===== config.mk =====
export PLATFORM = sky130hd
export DESIGN_NAME = seg7_scan_decoder_flat
export DESIGN_NICKNAME = d
export VERILOG_FILES = /design/src/rtl/seg7_pkg.sv /design/src/rtl/seg7_scan_decoder_if.sv /design/src/rtl/seg7_pattern_decode.sv /design/src/rtl/seg7_scan_decoder.sv /design/src/flat_wrapper.sv
export SDC_FILE = /design/constraint.sdc
export NUM_CORES = 1
export LEC_CHECK = 0
export ABC_CLOCK_PERIOD_IN_PS = 4700
export BUFFER_PORTS_ARGS = -buffer_cell sky130_fd_sc_hd__clkbuf_2
export CORE_MARGIN = 10
export CORE_UTILIZATION = 34
export DETAILED_ROUTE_END_ITERATION = 10
export SLEW_MARGIN = 20
export SYNTH_ARGS = -nofsm -noshare
export SYNTH_HDL_FRONTEND = slang
export SYNTH_SLANG_ARGS = --single-unit

===== constraint.sdc =====
create_clock -name clk -period 4.7 [get_ports clk]
set_clock_uncertainty 0.15 [all_clocks]
set_input_delay 0.94 -clock clk [delete_from_list [all_inputs] [get_ports clk]]
set_output_delay 0.94 -clock clk [all_outputs]
set_load 0.05 [all_outputs]

===== src/rtl/seg7_pkg.sv =====
// seg7_pkg: shared constants for the 7-segment scan decoder.
// Holds the segment pattern table (g..a), FSM state encodings, the captured
// bus sample type and small one-hot helpers.
package seg7_pkg;

    localparam int NUM_DIGITS = 4;

    // Entry n is the pattern for hex digit n; bit 0 = segment a, bit 6 = g.
    localparam logic [15:0][6:0] SEG_PAT = {
        7'h71, 7'h79, 7'h5E, 7'h39, 7'h7C, 7'h77, 7'h6F, 7'h7F,
        7'h07, 7'h7D, 7'h6D, 7'h66, 7'h4F, 7'h5B, 7'h06, 7'h3F
    };

    typedef enum logic [1:0] {
        ST_WAIT   = 2'd0,
        ST_COUNT  = 2'd1,
        ST_LOCKED = 2'd2
    } state_t;

    typedef struct packed {
        logic [NUM_DIGITS-1:0] an;
        logic [6:0]            seg;
    } bus_sample_t;

    function automatic logic is_onehot(input logic [NUM_DIGITS-1:0] v);
        return $countones(v) == 1;
    endfunction

    // Index of the set bit; only meaningful when v is one-hot.
    function automatic logic [1:0] onehot_idx(input logic [NUM_DIGITS-1:0] v);
        logic [1:0] idx;
        idx = '0;
        for (int i = 0; i < NUM_DIGITS; i++)
            if (v[i]) idx = 2'(i);
        return idx;
    endfunction

endpackage


===== src/rtl/seg7_scan_decoder_if.sv =====
// seg7_scan_if: multiplexed display bus plus the recovered-digit outputs.
// Optional SEG7_ERR_COUNT_EN adds the err_count signal.
interface seg7_scan_if;
    logic [6:0]  seg;
    logic [3:0]  an;
    logic [15:0] digits;
    logic [3:0]  digit_valid;
    logic        frame_done;
    logic        err;
`ifdef SEG7_ERR_COUNT_EN
    logic [7:0]  err_count;

    modport master (output seg, an, input digits, digit_valid, frame_done, err, err_count);
    modport slave  (input seg, an, output digits, digit_valid, frame_done, err, err_count);
`else
    modport master (output seg, an, input digits, digit_valid, frame_done, err);
    modport slave  (input seg, an, output digits, digit_valid, frame_done, err);
`endif
endinterface


===== src/rtl/seg7_pattern_decode.sv =====
// seg7_pattern_decode: combinational lookup of a 7-segment pattern back to
// its hex nibble; legal is low for any pattern outside the table.
module seg7_pattern_decode
    import seg7_pkg::*;
(
    input  logic [6:0] seg,
    output logic       legal,
    output logic [3:0] nibble
);

    // Linear search of the 16-entry table; patterns are unique so at most one hits.
    always_comb begin
        legal  = 1'b0;
        nibble = 4'h0;
        for (int i = 0; i < 16; i++) begin
            if (seg == SEG_PAT[i]) begin
                legal  = 1'b1;
                nibble = 4'(i);
            end
        end
    end

endmodule


===== src/rtl/seg7_scan_decoder.sv =====
// seg7_scan_decoder: snoops a multiplexed 4-digit 7-segment bus, waits for
// each digit dwell to be stable for STABLE_CYCLES samples, decodes it and
// holds the recovered nibbles. Flags completed frames and illegal patterns.
// Optional SEG7_ERR_COUNT_EN adds a saturating 8-bit err_count.
module seg7_scan_decoder
    import seg7_pkg::*;
#(
    parameter int STABLE_CYCLES = 4
) (
    input  logic        clk,
    input  logic        rst,
    seg7_scan_if.slave  bus
);

    localparam logic [7:0] STB = 8'(STABLE_CYCLES);

    bus_sample_t          in_q, in_prev;
    state_t               state, state_n;
    logic [7:0]           cnt, cnt_n;
    logic                 capture;
    logic                 changed, onehot, legal;
    logic [3:0]           nibble;
    logic [1:0]           idx;
    logic                 cap_ok, cap_bad;
    logic [NUM_DIGITS-1:0][3:0] digits_q;
    logic [NUM_DIGITS-1:0] valid_q, frame_mask, mask_base;
    logic                 frame_done_q, err_q;

    seg7_pattern_decode u_dec (
        .seg    (in_q.seg),
        .legal  (legal),
        .nibble (nibble)
    );

    assign changed = (in_q != in_prev);
    assign onehot  = is_onehot(in_q.an);
    assign idx     = onehot_idx(in_q.an);

    // Register the pins once, and keep the previous sample for change detection.
    always_ff @(posedge clk) begin
        if (rst) begin
            in_q    <= '0;
            in_prev <= '0;
        end else begin
            in_q    <= '{an: bus.an, seg: bus.seg};
            in_prev <= in_q;
        end
    end

    // FSM state and stability counter.
    always_ff @(posedge clk) begin
        if (rst) begin
            state <= ST_WAIT;
            cnt   <= '0;
        end else begin
            state <= state_n;
            cnt   <= cnt_n;
        end
    end

    // Next state: restart counting on any change, capture when the count reaches STB.
    always_comb begin
        state_n = state;
        cnt_n   = cnt;
        capture = 1'b0;
        case (state)
            ST_WAIT: begin
                if (onehot) begin
                    state_n = ST_COUNT;
                    cnt_n   = 8'd1;
                end
            end
            ST_COUNT, ST_LOCKED: begin
                if (changed) begin
                    state_n = onehot ? ST_COUNT : ST_WAIT;
                    cnt_n   = onehot ? 8'd1 : 8'd0;
                end else if (state == ST_COUNT && cnt != STB) begin
                    cnt_n = cnt + 8'd1;
                end
            end
            default: begin
                state_n = ST_WAIT;
                cnt_n   = '0;
            end
        endcase
        // Covers STB==1 too, where the first sample of a dwell already qualifies.
        if (state_n == ST_COUNT && cnt_n == STB) begin
            capture = 1'b1;
            state_n = ST_LOCKED;
        end
    end

    // Split the capture into legal / illegal and compute the mask after a completed frame clears.
    always_comb begin
        cap_ok    = capture & legal;
        cap_bad   = capture & ~legal;
        mask_base = (frame_mask == '1) ? '0 : frame_mask;
    end

    // Capture registers, frame mask and the two pulse outputs.
    always_ff @(posedge clk) begin
        if (rst) begin
            digits_q     <= '0;
            valid_q      <= '0;
            frame_mask   <= '0;
            frame_done_q <= 1'b0;
            err_q        <= 1'b0;
        end else begin
            err_q        <= cap_bad;
            frame_done_q <= (frame_mask == '1);
            frame_mask   <= mask_base;
            if (cap_ok) begin
                digits_q[idx]   <= nibble;
                valid_q[idx]    <= 1'b1;
                frame_mask[idx] <= 1'b1;
            end else if (cap_bad) begin
                valid_q[idx] <= 1'b0;
            end
        end
    end

    assign bus.digits      = digits_q;
    assign bus.digit_valid = valid_q;
    assign bus.frame_done  = frame_done_q;
    assign bus.err         = err_q;

`ifdef SEG7_ERR_COUNT_EN
    logic [7:0] err_cnt_q;

    // Saturating count of err pulses.
    always_ff @(posedge clk) begin
        if (rst)                        err_cnt_q <= '0;
        else if (err_q && err_cnt_q != 8'hFF) err_cnt_q <= err_cnt_q + 8'd1;
    end

    assign bus.err_count = err_cnt_q;
`endif

endmodule

===== src/flat_wrapper.sv =====
// flat-port wrapper written by rule: the top's interface ports become plain ports
module seg7_scan_decoder_flat import seg7_pkg::*;
#(
    parameter int STABLE_CYCLES = 4
)
  (clk, rst, bus_seg, bus_an, bus_digits, bus_digit_valid, bus_frame_done, bus_err);
  seg7_scan_if bus_i ();
  input  logic clk;
  input  logic rst;
  input wire logic [$bits(bus_i.seg)-1:0] bus_seg;
  input wire logic [$bits(bus_i.an)-1:0] bus_an;
  output wire logic [$bits(bus_i.digits)-1:0] bus_digits;
  output wire logic [$bits(bus_i.digit_valid)-1:0] bus_digit_valid;
  output wire logic [$bits(bus_i.frame_done)-1:0] bus_frame_done;
  output wire logic [$bits(bus_i.err)-1:0] bus_err;
  assign bus_i.seg = bus_seg;
  assign bus_i.an = bus_an;
  assign bus_digits = bus_i.digits;
  assign bus_digit_valid = bus_i.digit_valid;
  assign bus_frame_done = bus_i.frame_done;
  assign bus_err = bus_i.err;
  seg7_scan_decoder #(.STABLE_CYCLES(STABLE_CYCLES)) u_core (.clk(clk), .rst(rst), .bus(bus_i));
endmodule

==> reports/metrics.csv, run 1 <==
metric,value,unit
Die X,115.1,um
placer congestion estimate,0.8806,
CTS tree,built,
final hold violations,0,
worst skew pair latency,0.34,ns
area share of xor/xnor cells in the synthesized design,0.03702,
clock root cell,clkbuf_8,
Multi-input gate area,1745,um2
Highest Clock Rate,256.1,MHz
IO buf count,34,
setup violators final,0,
Clock Sinks,58,
VDD IR max,0.0001384,V
net count after synthesis,367,
proportion of layout cells with a drive suffix above 1,0.1801,
clk buf depth,2,
Min-Delay Path Class,reg -> reg,
synthesized area per cell,8.940,um2
initial core utilization,0.3509,
# Max-Cap Violations,0,
flop2flop setup slack,0.79,ns
# resized after CTS,0,
Nets,390,
DRT Wirelength,7.214,mm
antenna cells,0,
core area,8763,um2
synth warn,0,
"Async S/R FF share, synth",0,
CTS clock-pin slew for the worst setup and hold paths,0.07,ns
Gate Count Post-Synth,344,
Synth Area in Compound Gates,0.1456,
largest net degree at the start of global routing,40,
DIE AREA,13250,um2
fin crit share,0.8309,
top_reg_cell synth,dfxtp_1,
WL/cell,15.03,um
Post-CTS Setup Bufs,0,
first-pass GRT wire length,12.13,mm
largest family of logic cells by synthesized area,simple AND/OR/NAND/NOR gates,
cell row count,34,
vias in the first global route,2478,
Area Overhead vs Synth,13.51,%
final core utilization,0.3983,
status,"finished, final reports clean",
DRC errors left,0,
DP HPWL,5.263,mm
Power Density,347.8,nW/um2
final antenna-violating net count,0,
r2r startpoint,u_core.in_q[9],
post-synthesis mux area share,0.04231,
total CTS buffers,9,
total track usage,0.1119,
storage element area,1161,um2
via/cell ratio,5.383,
io pins,35,
origin of the worst setup path,u_core.in_q[9],
"Remaining Overflow, GRT",0,
Filler cells,876,
drt pass-1 iters,4,
H-tree levels,3,
Vias,2584,
antenna violations before repair,0,
Final min period,3.905,ns
Post-Synth Adder-Cell Area,0.04638,
Post-Syn Area,3075,um2
Worst Path Required,4.79,ns
Setup Crit Path Kind,reg -> reg,
Simple-Gate Fraction of Synth Area,0.2962,
CP startpoint kind,register,
register area share after synthesis,0.3775,
Setup crit end,u_core.bus.digits[3],
Worst Reg-to-Reg Cells,11,
Post-synth EDFFs,0,
Yosys reg bits,58,
unrepaired setup endpoints after global routing,no,
crit path DAT,3.99,ns
slew at the pin with the worst max-slew slack,0.8076,ns
Slew Limit Headroom,0.4616,
drt initial violations,107,
CP Capture Type,register,
Crit Path Max Fanout,10,
Hold Crit Start,u_core.frame_mask[0],
Pins Over Slew Limit,0,
Worst R2R End,u_core.bus.digits[3],
post-synth cell types,67,
Pleak,0.001364,uW
hold buffer count at CTS,0,
Die Y-Extent,115.1,um
Setup TNS,0,ns
## worst min-delay path by stage
stage | depth (start not counted) | end | slack (ns)
2_1_floorplan | 2 | u_core.frame_mask[2] | 0.28
3_5_place_dp | 2 | u_core.frame_mask[0] | 0.30
6_report | 2 | u_core.frame_mask[0] | 0.31
3_3_place_gp | 2 | u_core.frame_mask[2] | 0.29
4_1_cts | 2 | u_core.frame_mask[0] | 0.31
5_1_grt | 2 | u_core.frame_mask[3] | 0.33
## synth_stat cells, drive strengths merged (9+ instances only)
| library cell | instances | area share |
|---|---|---|
| clkbuf | 13 | 0.020 |
| nor4 | 13 | 0.038 |
| nor2b | 23 | 0.047 |
| nand4 | 14 | 0.031 |
| xor2 | 11 | 0.031 |
| nor2 | 17 | 0.021 |
| nor3 | 11 | 0.018 |
| o21ai | 11 | 0.018 |
| nand2 | 34 | 0.041 |
| inv | 11 | 0.013 |
| dfxtp | 58 | 0.38 |
| a21oi | 17 | 0.028 |
| ha | 9 | 0.037 |
| mux2i | 13 | 0.042 |
## through the flow
step | hold WS [ns] | instance area, um2 | cells | setup WS, ns | total power [uW]
4_1_cts | 0.3121 | 3491 | 480 | 0.8113 | 1225
3_3_place_gp | 0.2946 | 3253 | 464 | 0.9625 | 683.6
6_report | 0.3142 | 3491 | 480 | 0.7946 | 1214
3_5_place_dp | 0.3007 | 3253 | 464 | 0.8306 | 684.6
5_1_grt | 0.3305 | 3491 | 480 | 0.4886 | 1269
2_1_floorplan | 0.2818 | 3075 | 344 | 1.211 | 651.8
## placed cells by master (no fill, tap or decap), types with 4 or more instances in the layout
master / instances
a21oi_1: 17
a311oi_1: 4
a32o_1: 4
a41oi_1: 4
and2_1: 4
clkbuf_2: 34
clkbuf_8: 12
dfxtp_1: 58
ha_1: 9
inv_1: 11
mux2i_1: 13
nand2_1: 34
nand2b_1: 4
nand3_1: 7
nand4_1: 13
nor2_1: 17
nor2b_1: 23
nor3_1: 11
nor4_1: 10
o21ai_0: 10
xor2_1: 11
## registers in the layout (all words and copies together) (netlist names), named ones only
register	flops
u_core.bus.err	1
u_core.in_q	11
u_core.bus.frame_done	1
u_core.frame_mask	4
u_core.bus.digits	16
u_core.in_prev	11
u_core.cnt	8
u_core.state	2
## worst max-delay path, stage by stage (launching register included)
cell	delay [ns]
dfxtp_1	0.37
inv_1	0.09
ha_1	0.30
ha_1	0.19
fa_1	0.44
nor3b_2	0.33
nor2b_1	0.22
o21ai_0	0.22
a32oi_1	0.18
nor4b_4	0.54
nand4_1	0.40
a32o_1	0.37
## report_power, final
part           leakage [uW]  total (uW)  switching [uW]  internal, uW
Clock              0.000119         539             198           341
Sequential         0.000472         525            20.8           505
Combinational      0.000773         150            92.6          57.4
## layout make-up
cell class              count  area share
multi-input cells         253      0.5000
flip-flops and latches     58      0.3326
repair buffers             34     0.04875
clock buffers              12     0.04731
well taps                 108     0.03871
clock inverters             4     0.02079
inverters                  11     0.01183
## logic make-up after synthesis
group / Yosys count
compound gates: 63
xor+xnor: 13
fa+ha+maj: 11
buf+inv: 33
flops: 58
mux: 13
simple gates: 153
## per-layer routing
metal	vias up	track usage	routed length, um
met5	-	0	0
met4	0	0.04455	125
met3	12	0.03125	281
met2	55	0.1791	3474
met1	1212	0.1390	3332
li1	1305	-	-
Note: power is estimated with default switching activity, not from simulation.
==> run 2: changes to the inputs <==
ABC_CLOCK_PERIOD_IN_PS = 3400   (was 4700)
clock period = 3.4 ns   (was 4.7 ns; I/O delays follow)
==> reports/metrics.csv, run 2 (synthesized netlist as in run 1, its figures left out) <==
metric,value,unit,change
status,"finished, final reports clean",,
Die X,115.1,um,unchanged
"slowest stage delay, CP",0.47,ns,-0.07 ns
Hold Path Depth,2,,unchanged
CTS tree,built,,
initial core utilization,0.3509,,unchanged
# Max-Cap Violations,0,,unchanged
drt initial violations,88,,-18%
cell row count,34,,unchanged
total CTS buffers,9,,unchanged
Design Power,1694,uW,+40%
DRC errors left,0,,unchanged
max FFs per register,16,,unchanged
Slew Limit Headroom,0.6096,,+0.1480
Clock Power Share,0.417,,-0.027
VDD IR max,0.0002263,V,+63%
Worst Reg-to-Reg Cells,12,,+1
final antenna-violating net count,0,,unchanged
antenna violations before repair,0,,unchanged
clk buf depth,2,,unchanged
Int Pwr,1243,uW,+38%
dpl cell area,3381,um2,+3.9%
CP Capture Type,register,,
fin crit share,0.9777,,+0.1468
Area Overhead vs Synth,22.25,%,
Net Switching,451.1,uW,+45%
r2r startpoint,u_core.in_q[9],,
"commonest cells after routing, fill and taps aside","dfxtp_1 (55), clkbuf_2 (34), nand2_1 (33), nor2b_1 (22), buf_4 (22)",,
switching share of power,0.2662,,+0.009959
worst skew pair latency,0.34,ns,about the same
"commonest non-fill, non-tap cell in the layout",dfxtp_1,,
Nets,413,,+5.9%
first-pass GRT wire length,12.51,mm,+3.1%
register share of total power,0.426,,-0.007
origin of the worst setup path,u_core.in_q[9],,
Crit Path Max Fanout,5,,-5
DIE AREA,13250,um2,unchanged
Setup Crit Path Kind,reg -> reg,,
Finished Cell Area,3760,um2,+7.7%
Worst R2R End,u_core.bus.digits[5],,
Min-Delay Path Class,reg -> reg,,
Pins Over Slew Limit,0,,unchanged
H-tree levels,3,,unchanged
antenna cells,0,,unchanged
via/cell ratio,5.284,,-1.8%
Pleak,0.001480,uW,+8.5%
Power Density,450.7,nW/um2,+30%
Crit path buffers/inverters,3,,+2
crit path DAT,3.38,ns,-0.61 ns
Final min period,3.324,ns,-0.5811 ns
Critical-path top delay cell,fa_1,,
flop2flop setup slack,0.08,ns,-0.72 ns
unrepaired setup endpoints after global routing,yes,,
setup violators final,0,,unchanged
CTS clock-pin slew for the worst setup and hold paths,0.06,ns,about the same
IO buf count,34,,unchanged
slew at the pin with the worst max-slew slack,0.5808,ns,-0.2268 ns
Die Y-Extent,115.1,um,unchanged
largest net degree at the start of global routing,25,,-38%
Comb power frac,0.157,,+0.033
proportion of layout cells with a drive suffix above 1,0.2785,,+0.09837
Min-Delay Endpoint,u_core.bus.digits[14],,
WL/cell,14.97,um,-0.41%
placer congestion estimate,0.8974,,+1.9%
Setup TNS,0,ns,unchanged
drt pass-1 iters,4,,unchanged
vias in the first global route,2635,,+6.3%
Highest Clock Rate,300.8,MHz,+17%
clock root cell,clkbuf_8,,
Worst Path Required,3.45,ns,-1.34 ns
Clock Sinks,58,,unchanged
worst-path cell chain,"inv_2, ha_4, ha_4, fa_1, nor3b_4, buf_4, nand2_2, o211ai_1, nor4b_4, nand4_1, buf_4, mux2i_1",,
Vias,2658,,+2.9%
total track usage,0.1161,,+0.004162
hold buffer count at CTS,0,,unchanged
"Remaining Overflow, GRT",0,,unchanged
DP HPWL,5.474,mm,+4.0%
core area,8763,um2,unchanged
io pins,35,,unchanged
final hold violations,0,,unchanged
CP startpoint kind,register,,
DRT Wirelength,7.529,mm,+4.4%
"delay-heaviest family, CP",simple AND/OR/NAND/NOR gates,,
Hold Crit Start,u_core.bus.digits[14],,
[run 2: cell types whose count changed in the layout (fill, tap and decap cells not counted), sizes merged]
cell / previous run / this run
buf: 0 / 23
clkinv: 1 / 2
clkbuf: 46 / 45
[run 2: what timing repair did]
action                                  CTS  global route
resized for setup                         8            16
pin swaps                                10            20
buffers inserted                          3             4
endpoints found under the setup margin   23            26
hold endpoints to repair                  0             0
[run 2: worst register-to-register path, cell delays in order (launching register included)]
cell	delay (ns)
dfxtp_2	0.33
inv_2	0.05
ha_4	0.24
ha_4	0.16
fa_1	0.47
nor3b_4	0.29
buf_4	0.18
nand2_2	0.04
o211ai_1	0.28
nor4b_4	0.38
nand4_1	0.26
buf_4	0.23
mux2i_1	0.11
[run 2: worst max path at each step]
stage                                 endpoint  slack (ns)  depth (start not counted)
after floorplan           u_core.bus.digits[3]        0.02                         12
after global placement    u_core.bus.digits[5]       -0.03                         12
after detailed placement  u_core.bus.digits[5]       -0.16                         12
after CTS                 u_core.bus.digits[1]       0.009                         11
after global routing      u_core.bus.digits[5]       -0.17                         12
final                     u_core.bus.digits[5]        0.08                         12
[run 2: stage by stage]
step           setup slack [ns]  hold WS, ns  cells    util
2_1_floorplan           0.02077       0.2818    344       -
3_3_place_gp           -0.02917       0.2932    480  0.3858
3_5_place_dp            -0.1565       0.2991    480  0.3858
4_1_cts                0.009139       0.3067    499  0.4168
5_1_grt                 -0.1682       0.3281    503  0.4290
6_report                0.07578       0.3080    503  0.4290
[run 2: final cells by class]
type | instances | area (um2)
clock buffers | 11 | 141.4
flip-flops and latches | 58 | 1165
fillers | 885 | 5004
inverters | 11 | 41.29
well taps | 108 | 135.1
repair buffers | 57 | 346.6
clock inverters | 5 | 77.57
multi-input cells | 253 | 1853
[run 2: power by group through the flow]
| stage | Combinational [uW] | Sequential [uW] | Clock (uW) |
|---|---|---|---|
| final | 266 | 722 | 706 |
| after global routing | 291 | 726 | 759 |
| after CTS | 244 | 722 | 727 |
| after detailed placement | 227 | 737 | 0 |
| after global placement | 225 | 737 | 0 |
| after floorplan | 178 | 726 | 0 |
[run 2: routing by layer]
metal,vias up,GRT usage,wire [um]
met5,-,0,0
met4,0,0.04373,116
met3,12,0.03646,258
met2,51,0.1877,3614
met1,1244,0.1411,3540
li1,1351,-,-
